`config.mk`:
```
export PLATFORM = sky130hd
export DESIGN_NAME = link_rx_buf_flat
export DESIGN_NICKNAME = d
export VERILOG_FILES = /design/src/rtl/link_pkg.sv /design/src/rtl/link_rx_buf_if.sv /design/src/rtl/link_fifo.sv /design/src/rtl/link_rx_buf.sv /design/src/flat_wrapper.sv
export SDC_FILE = /design/constraint.sdc
export NUM_CORES = 1
export LEC_CHECK = 0
export CORE_MARGIN = 8
export CORE_UTILIZATION = 40
export CTS_CLUSTER_DIAMETER = 150
export DETAILED_ROUTE_END_ITERATION = 7
export SYNTH_ARGS = -nofsm -noshare
export SYNTH_HDL_FRONTEND = slang
export SYNTH_HIERARCHICAL = 1
export SYNTH_SLANG_ARGS = --single-unit
```
`constraint.sdc`:
```
create_clock -name clk -period 3.55 [get_ports clk]
set_input_delay 0.5325 -clock clk [delete_from_list [all_inputs] [get_ports clk]]
set_output_delay 0.5325 -clock clk [all_outputs]
set_load 0.01 [all_outputs]
```
`src/rtl/link_pkg.sv`:
```
// Shared types and constants for the link receive buffer.
// Holds the handshake state type and the default sizing constants.
package link_pkg;
    typedef enum logic {
        IDLE  = 1'b0,
        ACKED = 1'b1
    } link_state_t;

    localparam int LINK_DATA_W    = 8;
    localparam int LINK_DEPTH     = 4;
    localparam int LINK_FRAME_LEN = 4;
endpackage

```
`src/rtl/link_rx_buf_if.sv`:
```
// Four-phase request/acknowledge link between the initiator and the receive buffer.
interface link_rx_buf_if;
    import link_pkg::*;

    logic                   req;
    logic [LINK_DATA_W-1:0] data_in;
    logic                   ack;

    modport master (output req, output data_in, input ack);
    modport slave  (input req, input data_in, output ack);
endinterface

```
`src/rtl/link_fifo.sv`:
```
// Byte FIFO with first-word-fall-through read; storage is deliberately left unreset.
module link_fifo
    import link_pkg::*;
#(
    parameter int DEPTH = LINK_DEPTH
) (
    input  logic                   clk,
    input  logic                   rst_n,
    input  logic                   wr_en,
    input  logic [LINK_DATA_W-1:0] wr_data,
    input  logic                   rd_en,
    output logic [LINK_DATA_W-1:0] rd_data,
    output logic                   empty,
    output logic                   full,
    output logic [$clog2(DEPTH):0] count
);
    localparam int AW = $clog2(DEPTH);

    logic [LINK_DATA_W-1:0] mem [DEPTH];
    logic [AW-1:0]          wr_ptr;
    logic [AW-1:0]          rd_ptr;
    logic                   push;
    logic                   pop;

    assign empty   = (count == '0);
    assign full    = (count == (AW+1)'(DEPTH));
    assign pop     = rd_en && !empty;
    // A write into a full FIFO is legal when a pop frees the head slot on the same edge.
    assign push    = wr_en && (!full || pop);
    assign rd_data = mem[rd_ptr];

    always_ff @(posedge clk) begin
        if (push) begin
            mem[wr_ptr] <= wr_data;
        end
    end

    // Power-of-two depth lets the pointers wrap by natural overflow.
    always_ff @(posedge clk or negedge rst_n) begin
        if (!rst_n) begin
            wr_ptr <= '0;
            rd_ptr <= '0;
            count  <= '0;
        end else begin
            if (push) begin
                wr_ptr <= wr_ptr + 1'b1;
            end
            if (pop) begin
                rd_ptr <= rd_ptr + 1'b1;
            end
            case ({push, pop})
                2'b10:   count <= count + 1'b1;
                2'b01:   count <= count - 1'b1;
                default: count <= count;
            endcase
        end
    end
endmodule

```
`src/rtl/link_rx_buf.sv`:
```
// Link receive buffer: four-phase handshake front end feeding a byte FIFO,
// with per-frame byte counting and a saturating completed-frame counter.
module link_rx_buf
    import link_pkg::*;
#(
    parameter int DEPTH     = LINK_DEPTH,
    parameter int FRAME_LEN = LINK_FRAME_LEN
) (
    input  logic                   clk,
    input  logic                   rst_n,
    link_rx_buf_if.slave           lnk,
    input  logic                   rd_en,
    output logic [LINK_DATA_W-1:0] rd_data,
    output logic                   empty,
    output logic                   full,
    output logic [$clog2(DEPTH):0] count,
    output logic                   last_byte,
    output logic [7:0]             frame_cnt
);
    localparam int            BW       = (FRAME_LEN > 1) ? $clog2(FRAME_LEN) : 1;
    localparam logic [BW-1:0] LAST_IDX = BW'(FRAME_LEN - 1);

    link_state_t   state;
    logic          ack_q;
    logic [BW-1:0] byte_cnt;
    logic          accept;

    // When full, the FIFO is necessarily non-empty, so rd_en alone guarantees a pop.
    assign accept  = (state == IDLE) && lnk.req && (!full || rd_en);
    assign lnk.ack = ack_q;

    link_fifo #(
        .DEPTH (DEPTH)
    ) u_fifo (
        .clk     (clk),
        .rst_n   (rst_n),
        .wr_en   (accept),
        .wr_data (lnk.data_in),
        .rd_en   (rd_en),
        .rd_data (rd_data),
        .empty   (empty),
        .full    (full),
        .count   (count)
    );

    always_ff @(posedge clk or negedge rst_n) begin
        if (!rst_n) begin
            state     <= IDLE;
            ack_q     <= 1'b0;
            byte_cnt  <= '0;
            last_byte <= 1'b0;
            frame_cnt <= '0;
        end else begin
            last_byte <= 1'b0;
            case (state)
                IDLE: begin
                    if (accept) begin
                        state <= ACKED;
                        ack_q <= 1'b1;
                        if (byte_cnt == LAST_IDX) begin
                            byte_cnt  <= '0;
                            last_byte <= 1'b1;
                            if (frame_cnt != 8'hFF) begin
                                frame_cnt <= frame_cnt + 1'b1;
                            end
                        end else begin
                            byte_cnt <= byte_cnt + 1'b1;
                        end
                    end
                end
                ACKED: begin
                    if (!lnk.req) begin
                        state <= IDLE;
                        ack_q <= 1'b0;
                    end
                end
                default: begin
                    state <= IDLE;
                    ack_q <= 1'b0;
                end
            endcase
        end
    end
endmodule

```
`src/flat_wrapper.sv`:
```
// flat-port wrapper written by rule: the top's interface ports become plain ports
module link_rx_buf_flat import link_pkg::*;
#(
    parameter int DEPTH     = LINK_DEPTH,
    parameter int FRAME_LEN = LINK_FRAME_LEN
)
  (clk, rst_n, rd_en, rd_data, empty, full, count, last_byte, frame_cnt, lnk_req, lnk_data_in, lnk_ack);
  link_rx_buf_if lnk_i ();
  input  logic clk;
  input  logic rst_n;
  input  logic rd_en;
  output logic [LINK_DATA_W-1:0] rd_data;
  output logic empty;
  output logic full;
  output logic [$clog2(DEPTH):0] count;
  output logic last_byte;
  output logic [7:0] frame_cnt;
  input wire logic [$bits(lnk_i.req)-1:0] lnk_req;
  input wire logic [$bits(lnk_i.data_in)-1:0] lnk_data_in;
  output wire logic [$bits(lnk_i.ack)-1:0] lnk_ack;
  assign lnk_i.req = lnk_req;
  assign lnk_i.data_in = lnk_data_in;
  assign lnk_ack = lnk_i.ack;
  link_rx_buf #(.DEPTH(DEPTH), .FRAME_LEN(FRAME_LEN)) u_core (.clk(clk), .rst_n(rst_n), .lnk(lnk_i), .rd_en(rd_en), .rd_data(rd_data), .empty(empty), .full(full), .count(count), .last_byte(last_byte), .frame_cnt(frame_cnt));
endmodule
```
# Yosys cells after proc, flatten, opt, wreduce, memory -nomap -nowiden
# Memories as Yosys holds them, arrays and structs flattened.
# Cells that the tools add are included.
[totals]
mem_count = 1
word_cells = 49
out_inout_bits = 23
inputBits = 12
mem_bits_rw = 32
reg_bits = 20
[memory_table]
columns = ["name", "words", "word_bits", "rd", "rd_clocked_by_memory_dff", "wr", "line", "rtl"]
rows = [
  ["u_core.u_fifo.mem", 4, 8, 1, 0, 1, "link_fifo.sv:19", "logic [LINK_DATA_W-1:0] mem [DEPTH];"],
]
[classes]
mux = 13
n_addsub = 6
eq_ne = 7
reduce_logical = 13
bitwise_logic = 1
[ops]
columns = ["cell", "n"]
rows = [
  ["1-bit 2-to-1 mux", 9],
  ["8-bit by 1-bit adder with 8-bit output, second input constant", 1],
  ["8-bit != test, second input constant", 1],
  ["2-bit by 1-bit adder with 2-bit output, second input constant", 3],
  ["3-bit one-hot mux with 2 select lines", 1],
  ["2-bit equality test, second input constant", 2],
  ["1-bit logical AND", 4],
  ["2-bit != test, second input constant", 2],
  ["1-bit one-hot mux with 2 select lines", 2],
  ["2-bit AND reduction", 2],
  ["4-bit AND reduction", 1],
  ["3-bit by 1-bit adder with 3-bit output, second input constant", 1],
  ["3-bit equality test, second input constant", 1],
  ["3-bit logical NOT", 1],
  ["3-bit by 1-bit subtractor with 3-bit output, second input constant", 1],
  ["2-bit by 1-bit equality test with 1-bit output, second input constant", 1],
  ["1-bit logical NOT", 2],
  ["1-bit logical OR", 2],
  ["2-bit 2-to-1 mux", 1],
  ["2-bit nonzero test", 1],
  ["1-bit inverter", 1],
]

# Depth between registers and ports, before layout
# Gate-level depths: netlist of the first run.
[depth]
depth_word = 7
depth_mapped = 12
ltp_nobuf = 9

# Cells and area by module
# Netlist of the first run, hierarchy kept.
[by_module_without_submodules]
columns = ["mod", "area_per_inst_um2", "seq_area_each_um2", "cells_per_inst", "instances"]
rows = [
  ["link_fifo", 1669.1, 1136.1, 94, 1],
  ["link_rx_buf", 626.9, 325.3, 54, 1],
]

# Worst setup path after synthesis of the first run
# No wires, ideal clock.
[synth_path]
kind = "register to register"
startpoint = "reg u_core.u_fifo.count[2]"
endpoint = "reg u_core.u_fifo.count[2]"
n_path_buf = 3
t_arrival_ns = 2.742
slack_ns = 0.661
setup_time_ns = 0.146
path_stages_with_launch = 13
period_less_slack_ns = 2.889
required_ns = 3.404
path_cell_list = "dfrtp_1 buf_4 or3b_1 inv_1 nand2b_1 and2_1 buf_2 clkbuf_1 or2_2 fa_1 nand2b_1 o211ai_1 o311ai_0"
[synth_between]
elab_chain_len = 7
word_cells_on_any_way = 15
cone_classes = "add/sub (2); eq/ne (3); mux (1); reduce/logical (9)"
[synth_lines]
columns = ["element", "line", "rtl"]
rows = [
  ["from (decl)", "link_fifo.sv:15", "output logic [$clog2(DEPTH):0] count"],
  ["from (signal assigned)", "link_fifo.sv:52", "2'b10: count <= count + 1'b1;"],
  ["from (signal assigned)", "link_fifo.sv:53", "2'b01: count <= count - 1'b1;"],
  ["from (signal assigned)", "link_fifo.sv:54", "default: count <= count;"],
  ["3-bit equality test *", "link_fifo.sv:26", "assign full = (count == (AW+1)'(DEPTH));"],
  ["net full", "flat_wrapper.sv:14", "output logic full;"],
  ["1-bit logical NOT *", "link_rx_buf.sv:29", "assign accept = (state == IDLE) && lnk.req && (!full || rd_en);"],
  ["1-bit logical OR *", "link_rx_buf.sv:29", ""],
  ["1-bit logical AND *", "link_rx_buf.sv:29", ""],
  ["net u_core.accept", "link_rx_buf.sv:26", "logic accept;"],
  ["1-bit logical AND *", "link_fifo.sv:29", "assign push = wr_en && (!full || pop);"],
  ["2-bit by 1-bit equality test with 1-bit output / 2-bit equality test (equally long branches)", "link_fifo.sv:51", "case ({push, pop})"],
  ["3-bit one-hot mux with 2 select lines / 2-bit nonzero test (equally long branches)", "-", ""],
]
# The timed path passes the listed nets; every way through them passes the cells marked *.
# A chain may end at the register's enable or synchronous reset.

# Worst setup path in the final report of the first run
[layout_path]
startpoint = "reg u_core.u_fifo.rd_ptr[0]"
endpoint = "out rd_data[3]"
[layout_between]
elab_chain_len = 1
[layout_lines]
columns = ["element", "line", "rtl"]
rows = [
  ["from (decl)", "link_fifo.sv:21", "logic [AW-1:0] rd_ptr;"],
  ["from (signal assigned)", "link_fifo.sv:49", "rd_ptr <= rd_ptr + 1'b1;"],
  ["memory read 4 x 8 bit", "-", ""],
  ["to (decl)", "flat_wrapper.sv:12", "output logic [LINK_DATA_W-1:0] rd_data;"],
]
# Every way passes these cells.

==> results.yml, run 1 <==
run_status:
  status: "finished clean"
floorplanning:
  start_util: 0.414
  die-area_um2: 8420
  die_h_um: 91.8
  fp.dieW_um: 91.8
  top_level_ports: 35
  core-area_um2: 5540
  num_rows: 27
synthesis:
  syn_inst: 148
  avgSynthCellArea_um2: 15.5
  synth-seq-area-share: 0.637
  synth_seq_cells: 52
  netlist_area_um2: 2300
  synth_nets: 167
  ys_types: 43
  async_flop_share: 0.385
  synth-main-ff-cell: "edfxtp_1"
  synth_edf_count: 32
  ys_warn_count: 6
timing:
  hold_viol_final: 0
  worst_slew_pin_slew_ps: 904
  period_share: 0.746
  setup_violations: 0
  fmax_ghz: 0.378
  rsz0062_at_grt: "false"
  maxSlewViolCount: 0
  timing.setup.tns_ps: 0
  slew_headroom: 0.396
  period_needed_ps: 2650
  finalClockSkew_ps: 4.67
global_routing:
  track_usage: 0.104
  met2_usage: 0.181
  use_met1: 0.113
  grt_pass1_wl_mm: 6.96
  grt_pass1_vias: 1436
  grt_antenna_before_repair: 0
  overflow: 0
  grt_max_degree: 21
  busiest_layer: "met2"
  grt_use_met3: 0.0391
pwr:
  power_frac_seq: 0.466
  peakVddDrop_mv: 0.260
  p_leak_nw: 1.05
  p_sw_frac: 0.314
  power_frac_clock: 0.166
  switchingPower_w: 0.000612
  p_per_area_nw_per_um2: 695
  comb_power_share: 0.368
  internal-power_w: 0.00134
route:
  viasPerCell: 5.00
  via_count: 1291
  drt_iter0_drc: 80
  routed_wl_mm: 4.06
  post-route-drc-count: 0
  wl_per_cell_um: 15.7
  drt_pre_antenna_iters: 2
  final_antenna_net_count: 0
place:
  dp.cells: 250
  place_congestion: 0.793
  dp_hpwl_mm: 2.93
  io_buffers: 34
clocking:
  cts_tree: "done"
  hold_buffers: 0
  clock_latency_ps: 300
  cts_resized: 0
  cts_made_buffers: 5
  cts_root_buffer: "clkbuf_8"
  clock_path_buffers: 2
  clk_pin_slew_ps: 90
  htreeDepth: 2
  cts.sinks: 52
  postCtsSetupBuffers: 0
worst_setup_path:
  critPathKind: "register to output pin"
  start_kind: "register"
  required_ps: 3020
  cp_data_arrival_time_ps: 2120
  path_max_fanout: 10
  crit_path_end_kind: "output pin"
cells_and_area:
  area_growth_pct: 22.0
  multiInputGateArea_um2: 778
  layout-drive-gt1-share: 0.145
  n_antenna_cell: 0
  fin_util: 0.506
  fin_nets: 204
  ff_latch_area_um2: 1460
  fillers: 484
  final_cells: 258
min_path:
  hp-class: "register to register"
flow_run:
  cap_viol_max_count: 0
==> per-layer routing <==
metal	up-vias	routed length [µm]
met2	28	2110
met5	-	0
met4	0	38
met3	5	223
li1	616	-
met1	642	1690
==> placed cells by master (no fill, tap or decap), types with 2 or more instances in the layout <==
master and instances:
a22oi_1 2, mux4_2 8, o21bai_1 2, nor2_1 5, clkbuf_8 5, clkdlybuf4s50_1 34, xnor2_1 5, nand2b_1 4
nor3_1 4, ha_1 6, buf_4 2, a31oi_1 2, inv_1 6, mux2_2 2, o21a_1 3, nand2_1 4
nand3_1 3, and2_1 5, edfxtp_1 32, xor2_1 4, nand4_1 2, mux2_1 2, dfrtp_1 20, nand3b_1 2
mux2_4 2
==> kinds of logic after synthesis <==
family,after synthesis,synth area share
DFF,52,0.637
and+or+nand+nor,37,0.0981
AOI/OAI and AO/OA,15,0.0496
buffers and inverters,13,0.0245
xor gates and xnor gates,9,0.0343
adders and majority gates,7,0.0414
muxes,15,0.116
==> synthesized netlist by cell type, drive strengths merged, types with 2 or more instances <==
master | n | area, µm²
ha | 6 | 75.1
xnor2 | 5 | 43.8
clkbuf | 2 | 7.51
and2 | 5 | 31.3
nand2 | 4 | 15.0
buf | 4 | 21.3
mux2 | 6 | 75.1
nor2b | 2 | 20.0
a22oi | 2 | 15.0
mux4 | 8 | 180
edfxtp | 32 | 961
nand3b | 2 | 15.0
nand3 | 4 | 32.5
inv | 6 | 22.5
xor2 | 4 | 35.0
nor2 | 6 | 25.0
o21a | 4 | 37.5
dfrtp | 20 | 500
nand4 | 2 | 12.5
nand2b | 4 | 25.0
a31oi | 2 | 12.5
nor3 | 4 | 20.0
o21bai | 2 | 15.0
==> area by class of cell <==
cell class                 instances  share of cell area
inverter                           7             0.00983
tap                               72              0.0322
clock inverter                     2             0.00581
multi-input combinational         83               0.278
clock buffer                       6              0.0259
sequential                        52               0.522
timing repair buffer              36               0.127
==> state kept, by name, indices dropped and copies added (netlist names) <==
| name | flops |
|---|---|
| u_core/last_byte | 1 |
| u_core/state | 1 |
| u_core/lnk.ack | 1 |
| u_core/frame_cnt | 8 |
| u_core/u_fifo/wr_ptr | 2 |
| u_core/byte_cnt | 2 |
| u_core/u_fifo/rd_ptr | 2 |
| u_core/u_fifo/mem | 32 |
| u_core/u_fifo/count | 3 |
==> power by group through the flow <==
stage / Combinational [W] / Sequential (W) / Clock [W]
CTS: 0.000730 / 0.000912 / 0.000335
floorplan: 0.000471 / 0.000859 / 0
detailed placement: 0.000726 / 0.000924 / 0
global route: 0.000789 / 0.000932 / 0.000361
finish: 0.000717 / 0.000907 / 0.000323
global placement: 0.000697 / 0.000914 / 0
==> through the flow <==
stage	cell area (µm²)	total power [W]	worst slack, ps	hold slack (ps)
after detailed placement	2710	0.00165	714	467
after floorplan	2300	0.00133	661	237
after global placement	2710	0.00161	814	466
after CTS	2800	0.00198	844	500
final	2800	0.00195	902	493
after global routing	2800	0.00208	639	514
==> path summary, 6_finish.rpt <==
path	slack, ps	depth (start not counted)	from	endpoint
worst max-delay path	900	2	u_core/u_fifo/rd_ptr[0]	rd_data[3]
worst min-delay path	490	1	u_core/lnk.ack	u_core/lnk.ack
worst max register to register	900	9	u_core/u_fifo/count[2]	u_core/u_fifo/count[2]
worst min register to register	490	1	u_core/lnk.ack	u_core/lnk.ack
max in group asynchronous	2260	1	rst_n	u_core/u_fifo/wr_ptr[0]
min in group asynchronous	740	1	rst_n	u_core/frame_cnt[4]
==> worst max-delay path, stage by stage, from the launching register on <==
cell             delay [ps]
dfrtp_1                 740
mux4_2                  590
clkdlybuf4s50_1         500
No activity file was read; power rests on OpenSTA's default activity.
==> inputs of run 2 (changes only) <==
==> constraint.sdc (replaced) <==
create_clock -name clk -period 2.1 [get_ports clk]
set_input_delay 0.315 -clock clk [delete_from_list [all_inputs] [get_ports clk]]
set_output_delay 0.315 -clock clk [all_outputs]
set_load 0.01 [all_outputs]
==> results.yml, run 2 (synthesis gave the netlist of run 1 again) <==
run_status:
  status: "finished with violations"
  failed_checks: "negative setup slack"
timing:
  layout_setup_ws_ps: -167
  finalClockSkew_ps: 4.23
  slew_headroom: 0.722
  rsz0062_at_grt: "true"
  period_share: 1.08
  worst_slew_pin_slew_ps: 418
  fmax_ghz: 0.441
  maxSlewViolCount: 0
  period_needed_ps: 2270
  setup_violations: 2
  hold_viol_final: 0
place:
  dpl_worst_slack_ps: -203
  place_congestion: 0.763
  dp_hpwl_mm: 3.12
  place_area_um2: 2850
  io_buffers: 34
cells_and_area:
  post-route-cell-area_um2: 2980
  final_common_cell: "edfxtp_1"
  multiInputGateArea_um2: 818
  fin_nets: 219
  largest_reg_flops: 32
  ff_latch_area_um2: 1460
  area_growth_pct: 29.9
  n_antenna_cell: 0
  layout-drive-gt1-share: 0.264
  final_cell_mix: "edfxtp_1 (32), clkdlybuf4s50_1 (24), dfrtp_1 (20)"
  top_register: "u_core/u_fifo/mem"
  reg_top3: "u_core/u_fifo/mem (32), u_core/frame_cnt (8), u_core/u_fifo/count (3)"
  fillers: 463
route:
  routed_wl_mm: 4.22
  post-route-drc-count: 0
  wl_per_cell_um: 15.5
  drt_pre_antenna_iters: 4
  final_antenna_net_count: 0
  drt_iter0_drc: 29
  via_count: 1337
  viasPerCell: 4.90
clocking:
  cts_root_buffer: "clkbuf_8"
  clock_latency_ps: 300
  clock_path_buffers: 2
  htreeDepth: 2
  hold_buffers: 0
  cts.sinks: 52
  cts_made_buffers: 5
  clk_pin_slew_ps: 90
  cts_tree: "done"
pwr:
  p_leak_nw: 1.19
  p_per_area_nw_per_um2: 1200
  peakVddDrop_mv: 0.539
  total_power_w: 0.00359
worst_setup_path:
  crit_path_end_kind: "register"
  start_kind: "register"
  path_max_fanout: 2
  required_ps: 2290
  critPathKind: "register to register"
  cp_data_arrival_time_ps: 2460
floorplanning:
  die_h_um: 91.8
  die-area_um2: 8420
  num_rows: 27
  core-area_um2: 5540
  fp.dieW_um: 91.8
  start_util: 0.414
  top_level_ports: 35
global_routing:
  grt_pass1_vias: 1434
  grt_pass1_wl_mm: 7.01
  track_usage: 0.105
  overflow: 0
  grt_antenna_before_repair: 0
  grt_max_degree: 21
min_path:
  hp-class: "input port to async pin"
flow_run:
  cap_viol_max_count: 0
run 2: path summary, 6_finish.rpt:
path	start	slack [ps]	cells past startpoint	endpoint
hold reg to reg	u_core/lnk.ack	510	1	u_core/lnk.ack
min in group clk	u_core/lnk.ack	510	1	u_core/lnk.ack
setup reg to reg	u_core/u_fifo/count[0]	-170	9	u_core/u_fifo/count[1]
hold / removal	rst_n	350	2	u_core/lnk.ack
max in group asynchronous	rst_n	1540	2	u_core/frame_cnt[2]
setup / recovery	u_core/u_fifo/count[0]	-170	9	u_core/u_fifo/count[1]
run 2: through the flow:
stage	TNS [ps]	util	hold WS, ps	cells
2_1_floorplan	-1100	-	19.4	148
6_report	-237	0.538	351	273
4_1_cts	-420	0.535	346	273
3_5_place_dp	-395	0.514	493	263
3_3_place_gp	-234	0.514	464	263
5_1_grt	-421	0.538	364	273
run 2: where the power goes:
group | total, W | internal, W | switching [W]
clock network | 0.000666 | 0.000360 | 0.000306
logic | 0.00147 | 0.000847 | 0.000627
registers | 0.00145 | 0.00129 | 0.000158
total | 0.00359 | 0.00250 | 0.00109
run 2: routing by layer:
metal  GRT usage  wire length [µm]
met1       0.111              1740
met2       0.191              2210
met3      0.0350               211
met4      0.0362                61
met5           0                 0
run 2: layout make-up:
class / instances / share of cell area
timing repair buffer: 51 / 0.158
multi-input combinational: 83 / 0.274
sequential: 52 / 0.490
clock inverter: 2 / 0.0130
tap: 72 / 0.0302
inverter: 7 / 0.0101
clock buffer: 6 / 0.0243
run 2: worst max-delay path, stage by stage, from the launching register on:
cell and delay (ps):
dfrtp_1 380, or3b_4 410, inv_4 70, nand2b_4 50, and2_4 130, or2_4 220
fa_2 530, o21bai_1 120, a31oi_1 70, o21a_1 170
run 2: timing repair:
item                                   CTS  global route
gates resized for setup                 10             4
setup endpoints to repair               11             3
setup buffers                            2             0
endpoints found under the hold margin    0             0
pin swaps                                3             2
